$ cat config.mk
export PLATFORM = sky130hd
export DESIGN_NAME = uart_pkt_comm_flat
export DESIGN_NICKNAME = d
export VERILOG_FILES = /design/src/rtl/uart_pkt_pkg.sv /design/src/rtl/uart_pkt_comm_if.sv /design/src/rtl/uart_pkt_comm_uart.sv /design/src/rtl/uart_pkt_comm.sv /design/src/flat_wrapper.sv
export SDC_FILE = /design/constraint.sdc
export NUM_CORES = 1
export LEC_CHECK = 0
export ABC_AREA = 1
export CAP_MARGIN = 25
export CELL_PAD_IN_SITES_DETAIL_PLACEMENT = 0
export CELL_PAD_IN_SITES_GLOBAL_PLACEMENT = 1
export CORE_MARGIN = 8
export CORE_UTILIZATION = 47
export CTS_BUF_LIST = sky130_fd_sc_hd__clkbuf_16
export CTS_CLUSTER_SIZE = 24
export DETAILED_ROUTE_END_ITERATION = 10
export PLACE_DENSITY_LB_ADDON = 0.1
export SYNTH_ARGS = -nofsm -noshare
export SYNTH_HDL_FRONTEND = slang
export SYNTH_HIERARCHICAL = 1
export SYNTH_SLANG_ARGS = --single-unit
$ cat constraint.sdc
create_clock -name clk -period 4 [get_ports clk]
set_input_delay 0.8 -clock clk [delete_from_list [all_inputs] [get_ports clk]]
set_output_delay 0.8 -clock clk [all_outputs]
set_load 0.01 [all_outputs]
$ cat src/rtl/uart_pkt_pkg.sv
// uart_pkt_pkg: shared state/error types and checksum helper for the UART packet receiver.
package uart_pkt_pkg;

    typedef enum logic [1:0] {IDLE, DATA, CHK} pkt_state_t;

    typedef enum logic [1:0] {
        ERR_NONE = 2'd0,
        ERR_TO   = 2'd1,
        ERR_CHK  = 2'd2,
        ERR_OVR  = 2'd3
    } pkt_err_t;

    // Expected checksum byte: ones' complement of the mod-256 sum of opcode and data bytes.
    function automatic logic [7:0] pkt_chk(input logic [7:0] sum);
        return ~sum;
    endfunction

endpackage

$ cat src/rtl/uart_pkt_comm_if.sv
// uart_pkt_comm_if: serial lines plus the response and command handshakes of uart_pkt_comm.
interface uart_pkt_comm_if
    import uart_pkt_pkg::*;
#(
    parameter int DATA_BYTES = 2,
    parameter int ERR_CNT_W  = 8
);
    logic                    RX;
    logic                    TX;
    logic [7:0]              resp;
    logic                    send_resp;
    logic                    resp_sent;
    logic                    clr_cmd_rdy;
    logic                    cmd_rdy;
    logic [7:0]              cmd;
    logic [8*DATA_BYTES-1:0] data;
    logic                    cmd_err;
    pkt_err_t                err_code;
    logic [ERR_CNT_W-1:0]    err_cnt;

    modport master (
        output RX, resp, send_resp, clr_cmd_rdy,
        input  TX, resp_sent, cmd_rdy, cmd, data, cmd_err, err_code, err_cnt
    );

    modport slave (
        input  RX, resp, send_resp, clr_cmd_rdy,
        output TX, resp_sent, cmd_rdy, cmd, data, cmd_err, err_code, err_cnt
    );
endinterface

$ cat src/rtl/uart_pkt_comm_uart.sv
// uart_pkt_comm_uart: 8N1 UART transceiver; rx_rdy holds until cleared, tx_done is a one-cycle pulse.
module uart_pkt_comm_uart #(
    parameter int CLKS_PER_BIT = 434
) (
    input  logic       clk,
    input  logic       rst_n,
    input  logic       i_rx,
    output logic       o_tx,
    input  logic [7:0] i_tx_data,
    input  logic       i_trmt,
    output logic       o_tx_done,
    output logic [7:0] o_rx_data,
    output logic       o_rx_rdy,
    input  logic       i_clr_rx_rdy
);
    localparam int             BW       = $clog2(CLKS_PER_BIT + 1);
    localparam logic [BW-1:0]  BIT_LAST = BW'(CLKS_PER_BIT - 1);
    localparam logic [BW-1:0]  HALF     = BW'(CLKS_PER_BIT / 2);

    logic [1:0]    r_rx_sync;
    logic          r_rx_busy;
    logic [BW-1:0] r_rx_baud;
    logic [3:0]    r_rx_bits;
    logic [7:0]    r_rx_shift;
    logic          r_rx_rdy;
    logic          w_rx_sample;
    logic          w_rx_done;

    logic          r_tx_busy;
    logic [BW-1:0] r_tx_baud;
    logic [3:0]    r_tx_bits;
    logic [9:0]    r_tx_shift;
    logic          r_tx_done;

    assign w_rx_sample = r_rx_busy && (r_rx_baud == '0);
    assign w_rx_done   = w_rx_sample && (r_rx_bits == 4'd9);

    // Samples start, 8 data bits and stop at bit centres; the start bit falls off the 8-bit shifter.
    always_ff @(posedge clk or negedge rst_n) begin
        if (!rst_n) begin
            r_rx_sync  <= 2'b11;
            r_rx_busy  <= 1'b0;
            r_rx_baud  <= '0;
            r_rx_bits  <= '0;
            r_rx_shift <= '0;
            r_rx_rdy   <= 1'b0;
        end else begin
            r_rx_sync <= {r_rx_sync[0], i_rx};
            if (!r_rx_busy) begin
                r_rx_busy <= !r_rx_sync[1];
                r_rx_baud <= HALF;
                r_rx_bits <= '0;
            end else if (w_rx_sample) begin
                if (!w_rx_done)
                    r_rx_shift <= {r_rx_sync[1], r_rx_shift[7:1]};
                r_rx_bits <= r_rx_bits + 1'b1;
                r_rx_baud <= BIT_LAST;
                r_rx_busy <= !w_rx_done;
            end else begin
                r_rx_baud <= r_rx_baud - 1'b1;
            end
            r_rx_rdy <= w_rx_done | (r_rx_rdy & ~i_clr_rx_rdy);
        end
    end

    always_ff @(posedge clk or negedge rst_n) begin
        if (!rst_n) begin
            r_tx_busy  <= 1'b0;
            r_tx_baud  <= '0;
            r_tx_bits  <= '0;
            r_tx_shift <= '1;
            r_tx_done  <= 1'b0;
        end else begin
            r_tx_done <= 1'b0;
            if (!r_tx_busy) begin
                if (i_trmt) begin
                    r_tx_busy  <= 1'b1;
                    r_tx_shift <= {1'b1, i_tx_data, 1'b0};
                    r_tx_baud  <= BIT_LAST;
                    r_tx_bits  <= '0;
                end
            end else if (r_tx_baud == '0) begin
                r_tx_shift <= {1'b1, r_tx_shift[9:1]};
                r_tx_baud  <= BIT_LAST;
                r_tx_bits  <= r_tx_bits + 1'b1;
                if (r_tx_bits == 4'd9) begin
                    r_tx_busy <= 1'b0;
                    r_tx_done <= 1'b1;
                end
            end else begin
                r_tx_baud <= r_tx_baud - 1'b1;
            end
        end
    end

    assign o_rx_data = r_rx_shift;
    assign o_rx_rdy  = r_rx_rdy;
    assign o_tx      = r_tx_shift[0];
    assign o_tx_done = r_tx_done;
endmodule

$ cat src/rtl/uart_pkt_comm.sv
// uart_pkt_comm: frames opcode + DATA_BYTES params (+ checksum) from the UART into double-buffered cmd/data,
// with inter-byte timeout resync, overrun detection and saturating error counting.
module uart_pkt_comm
    import uart_pkt_pkg::*;
#(
    parameter int DATA_BYTES   = 2,
    parameter int CHK_EN       = 1,
    parameter int TIMEOUT_CYC  = 50000,
    parameter int ERR_CNT_W    = 8,
    parameter int CLKS_PER_BIT = 434
) (
    input  logic           clk,
    input  logic           rst_n,
    uart_pkt_comm_if.slave bus
);
    localparam int            DW        = 8 * DATA_BYTES;
    localparam int            TW        = (TIMEOUT_CYC > 1) ? $clog2(TIMEOUT_CYC) : 1;
    localparam logic [TW-1:0] TO_LAST   = TW'(TIMEOUT_CYC - 1);
    localparam logic [1:0]    LAST_BYTE = 2'(DATA_BYTES - 1);

    logic [7:0]           w_rx_data;
    logic                 w_rx_rdy;
    logic                 w_clr_rx_rdy;
    pkt_state_t           r_state;
    pkt_state_t           w_next_state;
    logic [1:0]           r_byte_cnt;
    logic [7:0]           r_stage_cmd;
    logic [7:0]           r_sum;
    logic [DW-1:0]        r_stage_data;
    logic [DW-1:0]        w_shift;
    logic [TW-1:0]        r_to_cnt;
    logic                 w_timeout;
    logic                 w_commit;
    logic                 w_err;
    pkt_err_t             w_err_code;
    logic                 r_cmd_rdy;
    logic                 r_cmd_err;
    logic [7:0]           r_cmd;
    logic [DW-1:0]        r_data;
    pkt_err_t             r_err_code;
    logic [ERR_CNT_W-1:0] r_err_cnt;

    uart_pkt_comm_uart #(.CLKS_PER_BIT(CLKS_PER_BIT)) u_uart (
        .clk         (clk),
        .rst_n       (rst_n),
        .i_rx        (bus.RX),
        .o_tx        (bus.TX),
        .i_tx_data   (bus.resp),
        .i_trmt      (bus.send_resp),
        .o_tx_done   (bus.resp_sent),
        .o_rx_data   (w_rx_data),
        .o_rx_rdy    (w_rx_rdy),
        .i_clr_rx_rdy(w_clr_rx_rdy)
    );

    assign w_shift   = (r_stage_data << 8) | DW'(w_rx_data);
    // A byte arriving in the expiry cycle wins over the timeout.
    assign w_timeout = (TIMEOUT_CYC != 0) && (r_state != IDLE) && !w_rx_rdy && (r_to_cnt == TO_LAST);

    always_ff @(posedge clk or negedge rst_n) begin
        if (!rst_n)
            r_state <= IDLE;
        else
            r_state <= w_next_state;
    end

    always_comb begin
        w_next_state = r_state;
        w_clr_rx_rdy = 1'b0;
        w_commit     = 1'b0;
        w_err        = 1'b0;
        w_err_code   = ERR_NONE;
        case (r_state)
            IDLE: if (w_rx_rdy) begin
                w_clr_rx_rdy = 1'b1;
                w_next_state = DATA;
            end
            DATA: if (w_rx_rdy) begin
                w_clr_rx_rdy = 1'b1;
                if (r_byte_cnt == LAST_BYTE) begin
                    if (CHK_EN != 0) begin
                        w_next_state = CHK;
                    end else begin
                        w_next_state = IDLE;
                        w_commit     = 1'b1;
                    end
                end
            end
            CHK: if (w_rx_rdy) begin
                w_clr_rx_rdy = 1'b1;
                w_next_state = IDLE;
                w_commit     = (w_rx_data == pkt_chk(r_sum));
                w_err        = !w_commit;
                w_err_code   = w_commit ? ERR_NONE : ERR_CHK;
            end
            default: w_next_state = IDLE;
        endcase
        if (w_timeout) begin
            w_next_state = IDLE;
            w_err        = 1'b1;
            w_err_code   = ERR_TO;
        end
        if (w_commit && r_cmd_rdy && !bus.clr_cmd_rdy) begin
            w_err      = 1'b1;
            w_err_code = ERR_OVR;
        end
    end

    always_ff @(posedge clk or negedge rst_n) begin
        if (!rst_n) begin
            r_byte_cnt   <= '0;
            r_stage_cmd  <= '0;
            r_stage_data <= '0;
            r_sum        <= '0;
            r_to_cnt     <= '0;
        end else begin
            r_to_cnt <= (r_state == IDLE || w_rx_rdy || w_timeout) ? '0 : r_to_cnt + 1'b1;
            if (w_rx_rdy && r_state == IDLE) begin
                r_stage_cmd <= w_rx_data;
                r_sum       <= w_rx_data;
                r_byte_cnt  <= '0;
            end else if (w_rx_rdy && r_state == DATA) begin
                r_stage_data <= w_shift;
                r_sum        <= r_sum + w_rx_data;
                r_byte_cnt   <= r_byte_cnt + 1'b1;
            end
        end
    end

    // Without a checksum the final data byte commits straight from the shifter input.
    always_ff @(posedge clk or negedge rst_n) begin
        if (!rst_n) begin
            r_cmd_rdy  <= 1'b0;
            r_cmd      <= '0;
            r_data     <= '0;
            r_cmd_err  <= 1'b0;
            r_err_code <= ERR_NONE;
            r_err_cnt  <= '0;
        end else begin
            r_cmd_err <= w_err;
            r_cmd_rdy <= w_commit | (r_cmd_rdy & ~bus.clr_cmd_rdy);
            if (w_commit) begin
                r_cmd  <= r_stage_cmd;
                r_data <= (r_state == CHK) ? r_stage_data : w_shift;
            end
            if (w_err) begin
                r_err_code <= w_err_code;
                r_err_cnt  <= (&r_err_cnt) ? r_err_cnt : r_err_cnt + 1'b1;
            end
        end
    end

    assign bus.cmd_rdy  = r_cmd_rdy;
    assign bus.cmd      = r_cmd;
    assign bus.data     = r_data;
    assign bus.cmd_err  = r_cmd_err;
    assign bus.err_code = r_err_code;
    assign bus.err_cnt  = r_err_cnt;
endmodule
$ cat src/flat_wrapper.sv
// flat-port wrapper written by rule: the top's interface ports become plain ports
module uart_pkt_comm_flat import uart_pkt_pkg::*;
#(
    parameter int DATA_BYTES   = 2,
    parameter int CHK_EN       = 1,
    parameter int TIMEOUT_CYC  = 50000,
    parameter int ERR_CNT_W    = 8,
    parameter int CLKS_PER_BIT = 434
)
  (clk, rst_n, bus_RX, bus_resp, bus_send_resp, bus_clr_cmd_rdy, bus_TX, bus_resp_sent, bus_cmd_rdy, bus_cmd, bus_data, bus_cmd_err, bus_err_code, bus_err_cnt);
  uart_pkt_comm_if #(.DATA_BYTES(DATA_BYTES), .ERR_CNT_W(ERR_CNT_W)) bus_i ();
  input  logic clk;
  input  logic rst_n;
  input wire logic [$bits(bus_i.RX)-1:0] bus_RX;
  input wire logic [$bits(bus_i.resp)-1:0] bus_resp;
  input wire logic [$bits(bus_i.send_resp)-1:0] bus_send_resp;
  input wire logic [$bits(bus_i.clr_cmd_rdy)-1:0] bus_clr_cmd_rdy;
  output wire logic [$bits(bus_i.TX)-1:0] bus_TX;
  output wire logic [$bits(bus_i.resp_sent)-1:0] bus_resp_sent;
  output wire logic [$bits(bus_i.cmd_rdy)-1:0] bus_cmd_rdy;
  output wire logic [$bits(bus_i.cmd)-1:0] bus_cmd;
  output wire logic [$bits(bus_i.data)-1:0] bus_data;
  output wire logic [$bits(bus_i.cmd_err)-1:0] bus_cmd_err;
  output wire logic [$bits(bus_i.err_code)-1:0] bus_err_code;
  output wire logic [$bits(bus_i.err_cnt)-1:0] bus_err_cnt;
  assign bus_i.RX = bus_RX;
  assign bus_i.resp = bus_resp;
  assign bus_i.send_resp = bus_send_resp;
  assign bus_i.clr_cmd_rdy = bus_clr_cmd_rdy;
  assign bus_TX = bus_i.TX;
  assign bus_resp_sent = bus_i.resp_sent;
  assign bus_cmd_rdy = bus_i.cmd_rdy;
  assign bus_cmd = bus_i.cmd;
  assign bus_data = bus_i.data;
  assign bus_cmd_err = bus_i.cmd_err;
  assign bus_err_code = bus_i.err_code;
  assign bus_err_cnt = bus_i.err_cnt;
  uart_pkt_comm #(.DATA_BYTES(DATA_BYTES), .CHK_EN(CHK_EN), .TIMEOUT_CYC(TIMEOUT_CYC), .ERR_CNT_W(ERR_CNT_W), .CLKS_PER_BIT(CLKS_PER_BIT)) u_core (.clk(clk), .rst_n(rst_n), .bus(bus_i));
endmodule
==> impl_metrics.tcl <==
set metrics [dict create \
    path_buf_inv 1 \
    min_period_ns 2.30 \
    worstHoldPathType "register to register" \
    crit_chain "clkdlybuf4s50_1" \
    fmax_mhz 434 \
    grt_usage_pct 15.9 \
    yosys.area_share.adder_pct 3.15 \
    worst_setup_path_end_kind "output port" \
    yosysMostFrequentCell "nand2_1" \
    worst_slew_pin_slew_ns 0.851 \
    ctsResizeCount 0 \
    hold_ws_ns 0.359 \
    finClkSkew_ns 0.00607 \
    synth_area_um2 7000 \
    numCtsBuffers 17 \
    max_cap_viol_count 0 \
    synth_area_leaders "dfrtp_1, nand2_1, dfstp_2" \
    synth_top_family_by_area "simple AND/OR/NAND/NOR gates" \
    finalMaxSlewViolations 0 \
    clkTransAtPathRegs_ns 0.05 \
    fill_cells 1311 \
    ys_warn_count 6 \
    grt_overflow 0 \
    synth_ff_type "dfrtp_1" \
    synth_top_area_cell "dfrtp_1" \
    worst-path-max-fanout 2 \
    initial_core_util_pct 48.1 \
    slowest_stage "dfstp_2" \
    rows 44 \
    viasPerCell 5.04 \
    layout.cells.non_filler 1045 \
    synth_seq_cells 137 \
    tns_ns 0 \
    cts_tree "built" \
    die_h_um 138 \
    cp.required_ns 3.20 \
    min_period_over_period_pct 57.5 \
    antenna_found_initial 0 \
    finalSetupViolCount 0 \
    cts_hold_buf 0 \
    io_buffers 50 \
    muxShareOfSynthArea_pct 1.43 \
    die_x_um 138 \
    final_core_util_pct 55.7 \
    post_cts_buffers 0 \
    grt_max_degree 73 \
    synth_common_cells "nand2_1, dfrtp_1, inv_1" \
    syn_nets 827 \
    antenna_cells 0 \
    clock-sinks 137 \
    critical_path_class "register to output port" \
    ys_seq_area_share_pct 49.2 \
    r2r_slack_ns 1.90 \
    root_buffer "clkbuf_16" \
    synth_area_per_cell_um2 8.78 \
    pre_cts_slack_ns 1.81 \
    wl_per_cell_um 14.1 \
    synth_edf_count 0 \
    p_per_area_nw_per_um2 379 \
    rsz0062_at_grt "false" \
    antenna_left 0 \
    grt_pass1_wl_um 25100 \
    synthSimpleGateAreaFrac_pct 29.8 \
    synthToLayoutAreaGrowth_pct 15.7 \
    synth_cell_types 45 \
    hold_viol_final 0 \
    vias 5270 \
    drcViolationCount 0 \
    cpPeakStageDelay_ns 0.55 \
    grt_pass1_vias 5123 \
    drt-initial-drc-count 246 \
    p_leak_uw 0.00395 \
    synth-compound-area-share_pct 7.37 \
    die_area_um2 19000 \
    clkLatencyLatePin_ns 0.41 \
    ir_worst_vdd_v 0.000302 \
    critical-path-top-delay-family "flip-flops" \
    dr.pass1.iters 5 \
    synthArstFlopShare_pct 100 \
    cp-start-kind "register" \
    coreArea_um2 14500 \
    outcome "finished clean" \
    yosys.area_share.xor_xnor_pct 2.74 \
    slew_headroom_pct 43.1 \
    wirelength_um 14700 \
    htree_num_levels 4 \
    synth_top_area_share_pct 45.1 \
    drive_gt1_share_pct 13.5 \
    dp_hpwl_um 10400 \
    ioPinCount 51 \
    synthCells 797 \
    max-clock-path-buffers 2 \
    nets 880 \
    arrival_ns 1.50 \
    dp_cells 1015 \
    gp_congestion 0.825 \
    timing.final.ws_setup_ns 1.70 \
]
[layout by cell type (no fill, tap or decap), drive strengths merged, types with 5 or more instances in the layout]
cell | synthesis | routed
clkdlybuf4s50 | 0 | 49
nand3 | 76 | 76
nor2 | 70 | 70
o21ai | 60 | 60
xnor2 | 7 | 7
dfrtp | 126 | 126
a21oi | 15 | 15
nor3 | 10 | 10
clkbuf | 5 | 17
xor2 | 14 | 14
nand2 | 258 | 258
or2 | 5 | 5
ha | 16 | 16
clkinv | 0 | 6
dfstp | 11 | 11
mux2i | 10 | 10
nand4 | 8 | 8
inv | 77 | 83
[per-stage QoR]
| step | cell area, µm² | power [µW] |
|---|---|---|
| 2_1_floorplan | 7000 | 1670 |
| 3_3_place_gp | 7600 | 1740 |
| 3_5_place_dp | 7600 | 1750 |
| 4_1_cts | 8100 | 3120 |
| 5_1_grt | 8100 | 3220 |
| 6_report | 8100 | 3070 |
[cell type report]
| class | count | area [µm²] | share of cell area, % |
|---|---|---|---|
| sequential | 137 | 3440 | 42.5 |
| multi-input combinational | 566 | 3110 | 38.4 |
| clock inverter | 13 | 76.3 | 0.943 |
| clock buffer | 17 | 425 | 5.25 |
| inverter | 77 | 289 | 3.57 |
| timing repair buffer | 51 | 522 | 6.44 |
| tap | 184 | 230 | 2.84 |
[final timing paths]
path	from	endpoint	cells past startpoint
worst max-delay path	u_core/u_uart/r_tx_shift[0]	bus_TX	1
worst min-delay path	u_core/u_uart/r_rx_sync[0]	u_core/u_uart/r_rx_sync[1]	0
worst max register to register	u_core/u_uart/o_rx_data[4]	u_core/bus.cmd[0]	8
worst min register to register	u_core/u_uart/r_rx_sync[0]	u_core/u_uart/r_rx_sync[1]	0
max in group asynchronous	rst_n	u_core/u_uart/r_tx_shift[8]	2
min in group asynchronous	rst_n	u_core/u_uart/r_tx_baud[3]	1
[routing by layer]
metal	share of wire, %	GRT usage [%]	wire (µm)	up-vias
met4	0.76	4.63	112	0
li1	-	-	-	2681
met3	4.1	3.84	597	9
met2	47	25.5	6960	85
met5	0	0	0	-
met1	48	20.7	7030	2495
[registers in the layout (all words and copies together) (netlist names), 2 cells and up]
register,count
u_core/bus.data,16
u_core/r_stage_data,16
u_core/r_to_cnt,16
u_core/u_uart/r_rx_baud,9
u_core/u_uart/r_tx_baud,9
u_core/u_uart/r_tx_shift,9
u_core/bus.cmd,8
u_core/bus.err_cnt,8
u_core/r_stage_cmd,8
u_core/r_sum,8
u_core/u_uart/o_rx_data,8
u_core/u_uart/r_rx_bits,4
u_core/u_uart/r_tx_bits,4
u_core/bus.err_code,2
u_core/r_byte_cnt,2
u_core/r_state,2
u_core/u_uart/r_rx_sync,2
[cells by family after synthesis]
| logic type | after synthesis |
|---|---|
| fa+ha+maj | 17 |
| simple gates | 432 |
| xor+xnor | 21 |
| flops | 137 |
| buf+inv | 94 |
| mux | 10 |
| compound gates | 86 |
[power by group]
group / switching (µW) / internal (µW) / total [µW] / leakage [µW]
sequential: 59.4 / 1450 / 1510 / 0.00180
combinational: 125 / 87.6 / 213 / 0.00188
clock: 530 / 819 / 1350 / 0.000267
(Power assumes the default switching activity.)
